===== src/rtl/hoeraa_adder_pkg.sv =====
// Shared defaults and the lower-part fill rule for the HOERAA approximate adder.
package hoeraa_adder_pkg;

  localparam int unsigned HOERAA_N_DEFAULT = 16;
  localparam int unsigned HOERAA_K_DEFAULT = 10;

  // Value replicated across S[K-2:0]: zeros only when the top pair generates
  // a carry and the pair below it cannot compensate.
  function automatic logic lower_fill(input logic g, input logic t);
    return ~g | t;
  endfunction

endpackage


===== src/rtl/hoeraa_lower.sv =====
// Carry-free approximate lower part: K sum bits plus the carry handed upward.
module hoeraa_lower
  import hoeraa_adder_pkg::*;
#(
  parameter int unsigned K = HOERAA_K_DEFAULT
) (
  input  logic [K-1:0] X,
  input  logic [K-1:0] Y,
  output logic [K-1:0] S,
  output logic         cout
);

  logic g;
  logic t;

  assign g    = X[K-1] & Y[K-1];
  assign t    = X[K-2] & Y[K-2];
  assign cout = g;

  always_comb begin
    S        = {K{lower_fill(g, t)}};
    S[K-1]   = (X[K-1] ^ Y[K-1]) | t;
  end

endmodule


===== src/rtl/hoeraa_adder.sv =====
// Registered approximate adder: exact (N-K)-bit upper adder fed by an approximate K-bit lower part.
module hoeraa_adder
  import hoeraa_adder_pkg::*;
#(
  parameter int unsigned N = HOERAA_N_DEFAULT,
  parameter int unsigned K = HOERAA_K_DEFAULT
) (
  input  logic         clk,
  input  logic         rst_n,
  input  logic         in_valid,
  input  logic [N-1:0] X,
  input  logic [N-1:0] Y,
  output logic         out_valid,
  output logic [N-1:0] S,
  output logic         Co
);

  localparam int unsigned UW = N - K;

  if (K < 2 || K > N - 1) begin : g_bad_k
    $error("hoeraa_adder: K must satisfy 2 <= K <= N-1");
  end

  logic [K-1:0]  lower_s_p0;
  logic          lower_c_p0;
  logic [UW:0]   upper_p0;

  hoeraa_lower #(.K(K)) u_lower (
    .X    (X[K-1:0]),
    .Y    (Y[K-1:0]),
    .S    (lower_s_p0),
    .cout (lower_c_p0)
  );

  assign upper_p0 = {1'b0, X[N-1:K]} + {1'b0, Y[N-1:K]} + {{UW{1'b0}}, lower_c_p0};

  // p0 -> p1: result register; data holds while in_valid is low
  logic [N-1:0] sum_p1;
  logic         co_p1;
  logic         vld_p1;

  always_ff @(posedge clk or negedge rst_n) begin
    if (!rst_n) begin
      sum_p1 <= '0;
      co_p1  <= 1'b0;
      vld_p1 <= 1'b0;
    end else begin
      vld_p1 <= in_valid;
      if (in_valid) begin
        sum_p1 <= {upper_p0[UW-1:0], lower_s_p0};
        co_p1  <= upper_p0[UW];
      end
    end
  end

  assign S         = sum_p1;
  assign Co        = co_p1;
  assign out_valid = vld_p1;

endmodule


===== config.mk =====
export PLATFORM = sky130hd
export DESIGN_NAME = hoeraa_adder
export DESIGN_NICKNAME = d
export VERILOG_FILES = /design/src/rtl/hoeraa_adder_pkg.sv /design/src/rtl/hoeraa_lower.sv /design/src/rtl/hoeraa_adder.sv
export SDC_FILE = /design/constraint.sdc
export NUM_CORES = 1
export LEC_CHECK = 0
export ABC_AREA = 1
export CAP_MARGIN = 20
export CELL_PAD_IN_SITES_DETAIL_PLACEMENT = 1
export CELL_PAD_IN_SITES_GLOBAL_PLACEMENT = 1
export CORE_ASPECT_RATIO = 0.75
export CORE_MARGIN = 5
export CORE_UTILIZATION = 30
export DETAILED_ROUTE_END_ITERATION = 8
export DONT_BUFFER_PORTS = 1
export HOLD_SLACK_MARGIN = 0.03
export PLACE_DENSITY_LB_ADDON = 0.25
export SYNTH_ARGS = -nofsm -noshare
export SYNTH_HDL_FRONTEND = slang
export SYNTH_SLANG_ARGS = --single-unit

===== constraint.sdc =====
create_clock -name clk -period 0.9 [get_ports clk]
set_input_delay 0.135 -clock clk [delete_from_list [all_inputs] [get_ports clk]]
set_output_delay 0.135 -clock clk [all_outputs]
set_load 0.05 [all_outputs]

After elaboration in Yosys (flattened, before gate mapping):

Cells that the tools add are included.

* add/sub/neg operators: 2
* bitwise logic cells: 6

Operator list (count)
* adder 6 x 6 -> 7 bit: 1
* adder 7 x 1 -> 7 bit: 1
* bitwise AND 1 bit: 2
* bitwise OR 1 bit: 2
* inverter 1 bit: 1
* bitwise XOR 1 bit: 1

* output and inout bits: 18
* register bits after elaboration: 18
* logic and storage cells: 11

Logic depth before layout (Yosys ltp):

* word-level depth: 3
* gate-level depth with buffers: 10
* mapped depth without buffers: 10

Hierarchy:

Synthesis repeated with hierarchy kept, for this count alone.

* cell total of the unflattened synthesis: 120
* area total of the unflattened synthesis: 979.7 sq um

Modules (own cells, without submodules)
* hoeraa_adder: area each 892.1 sq um, cells an instance 107, instances 1
* hoeraa_lower: area each 87.6 sq um, cells an instance 13, instances 1

Worst setup path after synthesis:

OpenSTA, ideal clock, no wires.

* path kind: in2reg
* start point: input X[9]
* end point: register sum_p1[14] (netlist: S[14])
* data arrival time: 1469 ps
* data required time: 772 ps
* stages: 8
* library setup time: 128 ps
* buffers on the path: 0
* path slack: -696 ps
* path through: ha_1 > inv_1 > fa_1 > fa_1 > inv_1 > nand3_1 > a21oi_1 > o21ai_0

* word-level cells in the longest chain between the ends: 2

Ends and longest elaborated chain
* start: declaration: RTL line hoeraa_adder.sv:11 `input logic [N-1:0] X,`
* bitwise AND 1 bit: RTL line hoeraa_lower.sv:16 `assign g = X[K-1] & Y[K-1];`
* adder 7 x 1 -> 7 bit: RTL line hoeraa_adder.sv:35 `assign upper_p0 = {1'b0, X[N-1:K]} + {1'b0, Y[N-1:K]} + {{UW{1'b0}}, lower_c_p0};`
* end signal: assignment: RTL line hoeraa_adder.sv:50 `sum_p1 <= {upper_p0[UW-1:0], lower_s_p0};`
* end: declaration: RTL line hoeraa_adder.sv:38 `logic [N-1:0] sum_p1;`

Every way passes these cells.
A chain may end at the register's enable or synchronous reset.

Worst setup path in the final report:

* start point: input X[9]
* end point: register co_p1 (netlist: Co)

* word-level cells in the longest chain between the ends: 2

Ends and longest elaborated chain
* bitwise AND 1 bit: RTL line hoeraa_lower.sv:16
* adder 7 x 1 -> 7 bit: RTL line hoeraa_adder.sv:35
* end signal: assignment: RTL line hoeraa_adder.sv:51 `co_p1 <= upper_p0[UW];`
* end: declaration: RTL line hoeraa_adder.sv:39 `logic co_p1;`

Every way passes these cells.

==> key figures <==
Run status
  • Status: complete, but fails checks
  • Failing checks: setup timing

Cells and area
  • Non-filler instance count after layout: 138
  • FILL cells: 280
  • Area growth syn-to-layout: 48.06%
  • Final core occ: 46.17%
  • Diodes inserted: 0
  • Layout cell share with drive strength beyond 1: 37.50%
  • Most common cell after layout, fill and taps aside: nand2_1
  • Most frequent cells in the layout: 20 x nand2_1, 9 x dfrtp_1, 9 x inv_1, 8 x buf_12
  • Nets: 148

Power and ir drop
  • Switching Fraction: 39.99%
  • P_sw: 763.4 µW
  • Clk pwr share: 21.3%
  • VDD IR max: 0.7608 mV
  • Comb pwr share: 48.5%
  • Sequential share of power: 30.2%
  • P_int: 1.146 mW
  • Pleak: 0.5098 nW
  • PD cells: 1821 nW/µm²

Worst setup path
  • CP required: 1110 ps
  • Cell Chain, Critical Path: ha_4 -> inv_2 -> fa_2 -> fa_2 -> inv_2 -> nand3_2 -> a21oi_2 -> o21ai_1 -> nand2_1
  • Critical Path AT: 1480 ps
  • Critical Path End Type: flop
  • Crit start category: input port
  • Crit-path max cell delay: 360 ps
  • Critical path peak fanout: 3
  • Crit-path slowest cell: fa_2
  • Setup CP Type: in -> reg

Drt
  • Routed vias/inst: 4.594
  • Post-Route WL: 1936 µm
  • Vias: 634
  • First-pass DRT Iterations: 4
  • DRT antenna net count: 0
  • DRT iter0 DRCs: 22
  • Routed len/inst: 14.03 µm
  • Residual DRC: 0

Logic synthesis
  • Ys Warns: 0
  • Yosys reg bits: 10
  • Post-synth cell types: 15
  • Post-synth net total: 133
  • Synthesized cell area: 708.2 µm²
  • Cells after Synth: 90
  • Sequential area share after synthesis: 35.34%
  • Syn avg cell area: 7.869 µm²

Placement
  • Inst Count DP: 129
  • Final HPWL DP: 1521 µm
  • Place WS: -572.2 ps
  • Port buffer count: 0
  • Gpl congestion: 0.6981

Clock tree
  • H-Tree Depth: 1
  • Clk slew on worst S/H paths: 70 ps
  • Clock root buffer: clkbuf_4
  • Num CTS Buffers: 3
  • Maximum buffer depth of the clock tree: 2
  • Clk sinks: 10
  • CTS tree: yes
  • Clock latency on the worst-skew pair: 270 ps

Die
  • Initial core utilization: 31.18%
  • Die Ht: 52.08 µm
  • Core area: 2271 µm²
  • Die W: 66.10 µm
  • Die area: 3442 µm²
  • Top Ports: 53
  • Row count: 15

GRT
  • Global-route wire length before repair: 2946 µm
  • GRT overflow: 0
  • Largest net degree at the start of global routing: 11
  • Vias in the first global route: 662
  • Initial antenna violation count: 0
  • GRT Util Overall: 11.65%

Timing
  • Rel. slew slack: 66.19%
  • Setup Skew: 0 ps
  • Slew @ Worst Pin: 505.5 ps
  • Setup ws final: -367.0 ps
  • Final Cycle Share: 140.8%
  • Max Freq: 0.7893 GHz
  • Fin crit period: 1267 ps
  • Final hold vios: 0
  • Final setup viols: 23
  • Final count of pins violating max slew: 0
  • RSZ-0062 raised after global routing: true

Job
  • Max-Cap Viols: 0

Hold path
  • Min-delay worst type: in -> reg
metal layers:
metal / wire length (µm) / vias to the layer above / global-route usage (%)
met4: 0 / 0 / 1.014
met5: 0 / - / 0
li1: - / 308 / -
met1: 836 / 307 / 13.72
met3: 166 / 0 / 6.479
met2: 932 / 19 / 19.28
cell usage after synthesis, drive strengths merged:
cell type	n	area (µm²)
nand2	22	82.58
inv	12	45.04
dfrtp	10	250.2
buf	9	67.56
nor2	7	26.28
o21ai	7	35.03
a21oi	6	30.03
ha	6	75.07
nand3	6	35.03
fa	2	40.04
or2	2	15.02
a31oi	1	6.260
per-stage QoR:
stage	cell area [µm²]	hold WS [ps]	total power, mW	TNS (ps)
finish	1049	35.49	1.909	-5133
global route	1049	42.83	2.019	-6053
CTS	1022	32.26	1.918	-5115
detailed placement	933.4	-160.4	1.438	-3507
global placement	933.4	-160.3	1.429	-3366
floorplan	770.7	-160.6	1.138	-2367
state kept, by name, summed over array words and instances, names as in the netlist:
name,count
S,8
Co,1
out_valid,1
area by class of cell:
class,count,area [µm²],share of cell area [%]
multi-input combinational,59,395.4,37.71
inverter,12,45.04,4.296
sequential,10,254.0,24.22
tap,34,42.54,4.057
timing repair buffer,19,275.3,26.25
clock buffer,4,36.28,3.461
what timing repair did:
action	4_1_cts	5_1_grt
setup buffers	1	2
hold buffers	2	0
setup endpoints to repair	23	24
resized for setup	8	3
pin swaps	2	4
endpoints found under the hold margin	15	0
final timing paths:
kind                              startpoint                 to  slack (ps)  depth (start not counted)
min in group asynchronous              rst_n   S[8]$_DFFE_PN0P_         270                          1
max                                     X[9]     Co$_DFFE_PN0P_        -370                          9
max in group asynchronous              rst_n   S[8]$_DFFE_PN0P_         250                          1
min reg2reg                S[15]$_DFFE_PN0P_  S[15]$_DFFE_PN0P_         540                          2
min                                 in_valid   S[8]$_DFFE_PN0P_          40                          2
max reg2reg                S[13]$_DFFE_PN0P_  S[13]$_DFFE_PN0P_         130                          3
logic make-up (layout without fill, tap and decap cells):
group                    count (synthesis)  after routing  share of synthesized area, %
AND/OR/NAND/NOR                         37             37                         22.44
buffers and inverters                   21             35                         15.90
AO/OA/AOI/OAI                           14             14                         10.07
flip-flops                              10             10                         35.34
adder cells (fa/ha/maj)                  8              8                         16.25
power by group through the flow:
stage / clock network [mW] / logic [mW] / registers [mW]
after global placement: 0 / 0.845 / 0.584
after CTS: 0.433 / 0.906 / 0.579
final: 0.407 / 0.925 / 0.577
after global routing: 0.450 / 0.983 / 0.586
after floorplan: 0 / 0.361 / 0.777
after detailed placement: 0 / 0.852 / 0.586
worst max-delay path, delay by kind of cell:
kind,cells,cell delay (ps)
buffers and inverters,2,130
adder cells (fa/ha/maj),3,820
AND/OR/NAND/NOR,2,150
AO/OA/AOI/OAI,2,240
Power figures use the tool's default switching activity.
